**config.mk**
```make
export PLATFORM = sky130hd
export DESIGN_NAME = router_fifo_flat
export DESIGN_NICKNAME = d
export VERILOG_FILES = /design/src/rtl/router_fifo_if.sv /design/src/rtl/router_fifo.sv /design/src/flat_wrapper.sv
export SDC_FILE = /design/constraint.sdc
export NUM_CORES = 1
export LEC_CHECK = 0
export ABC_AREA = 1
export ABC_CLOCK_PERIOD_IN_PS = 2300
export CORE_MARGIN = 1
export CORE_UTILIZATION = 61
export CTS_CLUSTER_DIAMETER = 100
export DETAILED_ROUTE_END_ITERATION = 16
export PLACE_DENSITY = 0.85
export SLEW_MARGIN = 20
export SYNTH_ARGS = -nofsm -noshare
export SYNTH_HDL_FRONTEND = slang
export SYNTH_SLANG_ARGS = --single-unit
```
**constraint.sdc**
```tcl
create_clock -name clock -period 2.3 [get_ports clock]
set_clock_uncertainty 0.2 [all_clocks]
set_input_delay 0.345 -clock clock [delete_from_list [all_inputs] [get_ports clock]]
set_output_delay 0.345 -clock clock [all_outputs]
set_load 0.05 [all_outputs]
```
**src/rtl/router_fifo_if.sv**
```systemverilog
// Byte-stream interface between the router write side, one output FIFO
// and its port reader. Optional err flag present with FIFO_ERR_FLAG_EN.
interface router_fifo_if #(
    parameter int WIDTH = 8
);
    logic             write_enb;
    logic             read_enb;
    logic             lfd_state;
    logic [WIDTH-1:0] data_in;
    logic [WIDTH-1:0] data_out;
    logic             full;
    logic             empty;
`ifdef FIFO_ERR_FLAG_EN
    logic             err;

    modport master (
        output write_enb, read_enb, lfd_state, data_in,
        input  data_out, full, empty, err
    );

    modport slave (
        input  write_enb, read_enb, lfd_state, data_in,
        output data_out, full, empty, err
    );
`else
    modport master (
        output write_enb, read_enb, lfd_state, data_in,
        input  data_out, full, empty
    );

    modport slave (
        input  write_enb, read_enb, lfd_state, data_in,
        output data_out, full, empty
    );
`endif
endinterface

```
**src/rtl/router_fifo.sv**
```systemverilog
// Per-port output FIFO of the 1x3 router. Each entry carries a header tag
// so a packet byte counter can return data_out to zero between packets.
// soft_reset flushes the FIFO exactly like reset.
// Optional sticky illegal-access flag err is enabled by FIFO_ERR_FLAG_EN.
module router_fifo #(
    parameter int WIDTH  = 8,
    parameter int DEPTH  = 16,
    parameter int ADDR_W = 4
) (
    input  logic            clock,
    input  logic            reset,
    input  logic            soft_reset,
    router_fifo_if.slave    bus
);

    localparam logic [ADDR_W:0] PTR_ONE = (ADDR_W+1)'(1);

    logic [WIDTH:0]   mem [DEPTH];
    logic [ADDR_W:0]  wr_ptr;
    logic [ADDR_W:0]  rd_ptr;
    logic [5:0]       pkt_cnt;
    logic [WIDTH-1:0] data_out_q;
    logic [WIDTH:0]   rd_word;
    logic             full;
    logic             empty;
    logic             do_push;
    logic             do_pop;
    logic             flush;

    // Flags come straight from the registered pointers
    always_comb begin
        empty   = (wr_ptr == rd_ptr);
        full    = (wr_ptr[ADDR_W-1:0] == rd_ptr[ADDR_W-1:0]) &&
                  (wr_ptr[ADDR_W] != rd_ptr[ADDR_W]);
        flush   = reset || soft_reset;
        do_push = bus.write_enb && !full && !flush;
        do_pop  = bus.read_enb && !empty && !flush;
        rd_word = mem[rd_ptr[ADDR_W-1:0]];
    end

    // Storage array; contents are never cleared, only the pointers are
    always_ff @(posedge clock) begin
        if (do_push) begin
            mem[wr_ptr[ADDR_W-1:0]] <= {bus.lfd_state, bus.data_in};
        end
    end

    // Pointers, packet byte counter and registered read data
    always_ff @(posedge clock) begin
        if (flush) begin
            wr_ptr     <= '0;
            rd_ptr     <= '0;
            pkt_cnt    <= '0;
            data_out_q <= '0;
        end else begin
            if (do_push) begin
                wr_ptr <= wr_ptr + PTR_ONE;
            end
            if (do_pop) begin
                rd_ptr     <= rd_ptr + PTR_ONE;
                data_out_q <= rd_word[WIDTH-1:0];
                if (rd_word[WIDTH]) begin
                    pkt_cnt <= rd_word[WIDTH-1 -: 6] + 6'd1;
                end else if (pkt_cnt != 6'd0) begin
                    pkt_cnt <= pkt_cnt - 6'd1;
                end
            end else if (pkt_cnt == 6'd0) begin
                data_out_q <= '0;
            end
        end
    end

`ifdef FIFO_ERR_FLAG_EN
    logic err_q;

    // Sticky flag for a push while full or a pop while empty
    always_ff @(posedge clock) begin
        if (flush) begin
            err_q <= 1'b0;
        end else if ((bus.write_enb && full) || (bus.read_enb && empty)) begin
            err_q <= 1'b1;
        end
    end

    assign bus.err = err_q;
`endif

    assign bus.data_out = data_out_q;
    assign bus.full     = full;
    assign bus.empty    = empty;

endmodule

```
**src/flat_wrapper.sv**
```systemverilog
// flat-port wrapper written by rule: the top's interface ports become plain ports
module router_fifo_flat 
#(
    parameter int WIDTH  = 8,
    parameter int DEPTH  = 16,
    parameter int ADDR_W = 4
)
  (clock, reset, soft_reset, bus_write_enb, bus_read_enb, bus_lfd_state, bus_data_in, bus_data_out, bus_full, bus_empty);
  router_fifo_if #(.WIDTH(WIDTH)) bus_i ();
  input  logic clock;
  input  logic reset;
  input  logic soft_reset;
  input wire logic [$bits(bus_i.write_enb)-1:0] bus_write_enb;
  input wire logic [$bits(bus_i.read_enb)-1:0] bus_read_enb;
  input wire logic [$bits(bus_i.lfd_state)-1:0] bus_lfd_state;
  input wire logic [$bits(bus_i.data_in)-1:0] bus_data_in;
  output wire logic [$bits(bus_i.data_out)-1:0] bus_data_out;
  output wire logic [$bits(bus_i.full)-1:0] bus_full;
  output wire logic [$bits(bus_i.empty)-1:0] bus_empty;
  assign bus_i.write_enb = bus_write_enb;
  assign bus_i.read_enb = bus_read_enb;
  assign bus_i.lfd_state = bus_lfd_state;
  assign bus_i.data_in = bus_data_in;
  assign bus_data_out = bus_i.data_out;
  assign bus_full = bus_i.full;
  assign bus_empty = bus_i.empty;
  router_fifo #(.WIDTH(WIDTH), .DEPTH(DEPTH), .ADDR_W(ADDR_W)) u_core (.clock(clock), .reset(reset), .soft_reset(soft_reset), .bus(bus_i));
endmodule
```
==> results of run 1 <==
-- state kept, by name (all words and copies together), names as in the netlist, named ones only --
| signal | count |
|---|---|
| u_core.bus.data_out | 8 |
| u_core.pkt_cnt | 6 |
| u_core.rd_ptr | 5 |
| u_core.mem | 144 |
| u_core.wr_ptr | 5 |
-- synth_stat cells (all sizes together) --
library cell    n
o21ai          34
buf            29
a22oi           4
ha              8
nor2           69
clkinv          1
o311ai          1
nand4           1
dfxtp          28
clkbuf          4
or2             2
a21oi          28
o211ai         13
nand2         184
xor2            4
xnor2           6
nand3          71
a32o            3
nor3            3
edfxtp        144
inv            68
o21bai          2
-- worst reg2reg max path: stages, from the launching register on --
cell	delay (ns)
dfxtp_4	0.42
buf_12	0.19
o21ai_0	0.15
o211ai_1	0.33
nand3_2	0.20
nand2_4	0.21
o21ai_4	0.11
buf_4	0.16
nand2_1	0.05
nand2_1	0.04
a21oi_1	0.12
-- through the flow --
stage	hold slack, ns	setup TNS (ns)
detailed placement	0.2723	0
finish	0.2897	0
global placement	0.2519	0
floorplan	0.2398	0
global route	0.2992	-0.006290
CTS	0.2874	0
-- power by group through the flow --
stage / Clock [W] / Combinational, W / Sequential (W)
6_report: 0.00254 / 0.000350 / 0.00339
5_1_grt: 0.00266 / 0.000374 / 0.00339
4_1_cts: 0.00253 / 0.000329 / 0.00339
3_5_place_dp: 0 / 0.000326 / 0.00346
3_3_place_gp: 0 / 0.000315 / 0.00346
2_1_floorplan: 0 / 0.000176 / 0.00346
-- cell type report --
type	instances	area, sq um	area share (%)
clock buffers	21	440.4	5.074
clock inverters	11	73.82	0.8505
inverters	69	274.0	3.157
multi-input cells	433	2117	24.39
flip-flops and latches	172	4892	56.36
well taps	147	183.9	2.119
repair buffers	75	689.4	7.943
repair inverters	1	8.758	0.1009
-- metal layers --
| layer | wire length (um) | up-vias | global-route usage (%) |
|---|---|---|---|
| met2 | 9390 | 307 | 49.34 |
| met4 | 806 | 0 | 19.38 |
| li1 | - | 2506 | - |
| met3 | 1350 | 66 | 6.535 |
| met5 | 0 | - | 0 |
| met1 | 6862 | 2543 | 35.63 |
-- timing repair --
action | in CTS | in global routing
setup buffers | 0 | 4
hold buffers | 0 | 0
gates resized for setup | 1 | 21
endpoints found under the hold margin | 0 | 0
cloned | 0 | 2
pin swaps | 0 | 4
setup endpoints to repair | 1 | 49
-- worst paths after layout --
path,start,endpoint,slack (ns),cells past startpoint
setup / recovery,flip-flop,u_core.pkt_cnt[3]$_SDFFE_PP0P_,0.06,10
hold / removal,u_core.bus.data_out[6]$_SDFFE_PP0P_,u_core.bus.data_out[6]$_SDFFE_PP0P_,0.29,2
setup reg to reg,flip-flop,u_core.pkt_cnt[3]$_SDFFE_PP0P_,0.06,10
hold reg to reg,u_core.bus.data_out[6]$_SDFFE_PP0P_,u_core.bus.data_out[6]$_SDFFE_PP0P_,0.29,2
-- cell families (layout without fill, tap and decap cells) --
family / after synthesis / in the layout / synth area share, %
AND/OR/NAND/NOR: 330 / 330 / 18.54
buffers and inverters: 102 / 177 / 6.916
adder cells (fa/ha/maj): 8 / 8 / 1.337
flip-flops: 172 / 172 / 65.22
XOR/XNOR: 10 / 10 / 1.169
AO/OA/AOI/OAI: 85 / 85 / 6.816
==> flow_summary.toml, run 1 <==
[run_status]
status = "finished clean"

[synthesis]
netlist.area_leader.share_pct = 57.73
syn-cell-area_sq_um = 7490
synth.net_count = 729
yosys_register_bits = 172
yosysWarnings = 0
syn-instance-count = 707
avgSynthCellArea_sq_um = 10.59
synthDistinctLibCells = 36
synthTopCellsByArea = "edfxtp_1 58%, nand2_1 8.9%, dfxtp_1 7.5%"
synth.yosys.seq_area_share_pct = 65.22
netlist.top_cell.by_area = "edfxtp_1"

[floorplan]
die_h_um = 112.8
start_util_pct = 62.35
io-pin-count = 24
die_area_sq_um = 12730
core_sq_um = 12010
die_w_um = 112.8
std_cell_rows = 40

[timing]
finalHoldViolCount = 0
setup_viol = 0
maxSlewViolCount = 0
fin_crit_sh_pct = 97.53
fmax_mhz = 445.8
worst_pin_slew_ns = 0.7428
post-route-min-period_ns = 2.243
setup_slack_ns = 0.05681
slew_headroom_pct = 50.32

[drt]
vias = 5422
final_antenna_net_count = 0
drt_pass1_iterations = 7
wl_per_cell_um = 19.82
finalWirelength_mm = 18.41
remaining_drc_errors = 0
drt-initial-drc-count = 618
vias_per_cell = 5.836

[cts]
htree_num_levels = 4
cts_tree = "built"
clock_latency_ns = 0.44
cts_sinks = 172
cts_made_buffers = 17
clk_pin_slew_worst_paths_ns = 0.07
cts-root-buf = "clkbuf_16"
clk_path_buf_depth = 2

[cells_and_area]
layout.nets = 791
diodes = 0
final_common_cell = "nand2_1"
fin_area_sq_um = 8680
final_cell_mix = "176 x nand2_1, 144 x edfxtp_1, 66 x nand3_1, 63 x nor2_1, 62 x inv_1"
syn2layout_area_growth_pct = 15.89
nFillCells = 806
stdcell_count = 929
layout-drive-gt1-share_pct = 14.96
final_core_util_pct = 72.26

[power_and_ir_drop]
power_switching_w = 0.001408
powerDensity_nw_per_um2 = 723.4
intPower_w = 0.004871
p_leak_nw = 3.359
ir_drop_mv = 0.6579
combPwrFrac_pct = 5.6
clkPwrFrac_pct = 40.4
p_total_w = 0.006279
pwr-share-seq_pct = 54.0
swShare_pct = 22.42

[hold_path]
hp-class = "flip-flop to flip-flop"

[global_routing]
grt_start_max_net_pins = 56
grt_pass1_vias = 5413
grt_overflow = 0
grt_use_total_pct = 29.84
antenna_found_initial = 0
grt_pass1_wl_mm = 27.66

[worst_setup_path]
arrival_ns = 2.42
crit_required_ns = 2.48
cp_max_fo = 28
slowest_delay_ns = 0.42
crit_top_cell = "nand2_1"
crit_type = "flip-flop to flip-flop"
cp_top_family = "compound AO/OA/AOI/OAI gates"
startpoint_type = "flip-flop"
crit_chain = "buf_12 > o21ai_0 > o211ai_1 > nand3_2 > nand2_4 > o21ai_4 > buf_4 > nand2_1 > nand2_1 > a21oi_1"
endpoint_kind = "flip-flop"
path_buf_inv = 2
cp_slowest_cell = "dfxtp_4"

[placement]
io_buffers = 23
hpwl_mm = 11.36
pre_cts_slack_ns = 0.03032
dp_cells = 891
place_congestion = 0.8934
placed_area_sq_um = 8034

[flow_run]
maxCapViolCount = 0
No activity file was read; power rests on OpenSTA's default activity.
==> run 2: changes to the inputs <==
--- a/config.mk
+++ b/config.mk
@@ -6,12 +6,12 @@
 export NUM_CORES = 1
 export LEC_CHECK = 0
 export ABC_AREA = 1
-export ABC_CLOCK_PERIOD_IN_PS = 2300
+export ABC_CLOCK_PERIOD_IN_PS = 2700
 export CORE_MARGIN = 1
-export CORE_UTILIZATION = 61
+export CORE_UTILIZATION = 66
 export CTS_CLUSTER_DIAMETER = 100
 export DETAILED_ROUTE_END_ITERATION = 16
-export PLACE_DENSITY = 0.85
+export PLACE_DENSITY = 0.91
 export SLEW_MARGIN = 20
 export SYNTH_ARGS = -nofsm -noshare
 export SYNTH_HDL_FRONTEND = slang
==> constraint.sdc (replaced) <==
create_clock -name clock -period 2.7 [get_ports clock]
set_clock_uncertainty 0.2 [all_clocks]
set_input_delay 0.405 -clock clock [delete_from_list [all_inputs] [get_ports clock]]
set_output_delay 0.405 -clock clock [all_outputs]
set_load 0.05 [all_outputs]
==> run 2 against run 1 <==
Setup slack better by 0.15 ns. Critical path depth is 1 higher. Final cell count is 2.9% lower. First-iteration DRC count is 18% higher. Register-to-register slack better by 0.15 ns. Largest power group unchanged.
==> flow_summary.toml, run 2 (synthesis results as in run 1) <==
[run_status]
status = "finished clean"

[worst_setup_path]
arrival_ns = 2.63
r2r_slack_ns = 0.20
cp_slowest_cell = "inv_4"
crit_chain = "inv_4 > nand2_1 > nand3_1 > nand3_1 > nand3_1 > nand2_1 > ha_1 > nand2_1 > o21ai_1 > o21ai_1 > nor2_1"
worstSetupEndpoint = "u_core.pkt_cnt[1]$_SDFFE_PP0P_"
slowest_delay_ns = 0.42
cp_max_fo = 55
startpoint_type = "flip-flop"
crit_required_ns = 2.83
r2r_cells = 11
endpoint_kind = "flip-flop"
crit_type = "flip-flop to flip-flop"
r2r-end = "u_core.pkt_cnt[1]$_SDFFE_PP0P_"

[placement]
place_congestion = 1.008
io_buffers = 23
hpwl_mm = 11.22

[drt]
drt_pass1_iterations = 5
final_antenna_net_count = 0
wl_per_cell_um = 20.11
remaining_drc_errors = 0
finalWirelength_mm = 18.14
drt-initial-drc-count = 727
vias_per_cell = 6.136
vias = 5535

[cells_and_area]
diodes = 0
layout-drive-gt1-share_pct = 11.94
syn2layout_area_growth_pct = 13.58
largest_register_ffs = 144
final_common_cell = "nand2_1"
final_cell_mix = "177 x nand2_1, 144 x edfxtp_1, 68 x nand3_1, 65 x nor2_1, 62 x inv_1"
layout.nets = 771

[cts]
cts_tree = "built"
cts_made_buffers = 17
clk_pin_slew_worst_paths_ns = 0.07
clock_latency_ns = 0.43
cts-root-buf = "clkbuf_16"
postCtsSetupBuffers = 0
clk_path_buf_depth = 2
htree_num_levels = 4
cts_hold_buffers = 0
ctsResizeCount = 0
cts_sinks = 172

[floorplan]
start_util_pct = 68.49
std_cell_rows = 38
core_sq_um = 10940
die_h_um = 108.5
io-pin-count = 24
die_area_sq_um = 11780
die_w_um = 108.5

[power_and_ir_drop]
p_total_w = 0.005682
clkPwrFrac_pct = 44.4
pwr-share-seq_pct = 50.9
power_switching_w = 0.001245
combPwrFrac_pct = 4.7
intPower_w = 0.004436
swShare_pct = 21.92
powerDensity_nw_per_um2 = 667.9
ir_drop_mv = 0.4837
p_leak_nw = 3.289

[hold_path]
hold_depth = 2
hp-class = "flip-flop to flip-flop"

[global_routing]
grt_start_max_net_pins = 78
grt_overflow = 0
antenna_found_initial = 0
grt_pass1_wl_mm = 28.23
grt_pass1_vias = 5405
grt_use_total_pct = 33.45

[timing]
fmax_mhz = 400.3
post-route-min-period_ns = 2.498
maxSlewViolCount = 0
fin_setup_tns_ns = 0
setup_viol = 0
worst_pin_slew_ns = 0.7265
rsz0062_at_grt = "no"
finalHoldViolCount = 0
fin_crit_sh_pct = 92.52
slew_headroom_pct = 51.42

[flow_run]
maxCapViolCount = 0
[run 2: changes by cell type in the layout (fill, tap and decap cells not counted), moves of 3 or more]
| cell | change |
|---|---|
| clkbuf_1 | -4 |
| buf_6 | -5 |
| clkinvlp_4 | -4 |
| buf_4 | -11 |
| bufinv_16 | +3 |
| dfxtp_1 | +3 |
| inv_6 | +3 |
| clkinv_2 | -3 |
[run 2: metrics by stage]
stage | hold WS [ns] | instances | area [sq um] | setup slack [ns] | utilization (%)
floorplan | 0.2398 | 707 | 7490 | 0.5788 | -
global placement | 0.2710 | 870 | 7895 | 0.3432 | 72.20
detailed placement | 0.2701 | 870 | 7895 | 0.2601 | 72.20
CTS | 0.2873 | 902 | 8507 | 0.2458 | 77.79
global route | 0.3036 | 902 | 8507 | 0.03228 | 77.79
finish | 0.2853 | 902 | 8507 | 0.2021 | 77.79
[run 2: final cells by class]
cell class / instances / area, sq um
clock inverter: 15 / 186.4
fill: 644 / 2429
tap: 140 / 175.2
timing repair buffer: 56 / 485.5
clock buffer: 17 / 425.4
sequential: 172 / 4886
inverter: 69 / 261.5
multi-input combinational: 433 / 2087
[run 2: routing by layer]
metal | GRT usage (%) | share of wire [%] | vias to the layer above
met3 | 7.354 | 10 | 54
li1 | - | - | 2472
met1 | 43.18 | 37 | 2623
met4 | 17.28 | 3.7 | 0
met2 | 53.48 | 49 | 386
met5 | 0 | 0 | -
[run 2: worst min path at each step]
| stage | startpoint | endpoint |
|---|---|---|
| 3_3_place_gp | u_core.bus.data_out[0]$_SDFFE_PP0P_ | u_core.bus.data_out[0]$_SDFFE_PP0P_ |
| 2_1_floorplan | u_core.wr_ptr[4]$_SDFFE_PP0P_ | u_core.wr_ptr[4]$_SDFFE_PP0P_ |
| 3_5_place_dp | u_core.bus.data_out[0]$_SDFFE_PP0P_ | u_core.bus.data_out[0]$_SDFFE_PP0P_ |
| 5_1_grt | u_core.bus.data_out[0]$_SDFFE_PP0P_ | u_core.bus.data_out[0]$_SDFFE_PP0P_ |
| 4_1_cts | u_core.bus.data_out[0]$_SDFFE_PP0P_ | u_core.bus.data_out[0]$_SDFFE_PP0P_ |
| 6_report | u_core.bus.data_out[1]$_SDFFE_PP0P_ | u_core.bus.data_out[1]$_SDFFE_PP0P_ |
[run 2: power by group through the flow]
stage               sequential (W)  combinational (W)  clock, W
floorplan                  0.00295           0.000150         0
global placement           0.00295           0.000247         0
detailed placement         0.00295           0.000257         0
CTS                        0.00289           0.000262   0.00252
global route               0.00289           0.000287   0.00263
finish                     0.00289           0.000268   0.00252
[run 2: critical path, delay by kind of cell, from the launching register on]
family	cells	cell delay, ns
AOI/OAI and AO/OA	2	0.25
adders and majority gates	1	0.35
and+or+nand+nor	7	0.81
DFF	1	0.35
buffers and inverters	1	0.42
==> run 3: changes to the inputs <==
--- a/config.mk
+++ b/config.mk
@@ -7,7 +7,6 @@
 export LEC_CHECK = 0
 export ABC_AREA = 1
 export ABC_CLOCK_PERIOD_IN_PS = 2700
-export CORE_MARGIN = 1
 export CORE_UTILIZATION = 66
 export CTS_CLUSTER_DIAMETER = 100
 export DETAILED_ROUTE_END_ITERATION = 16
==> results of run 3 <==
No change in the layout: final DEF, timing and power equal those of run 2.
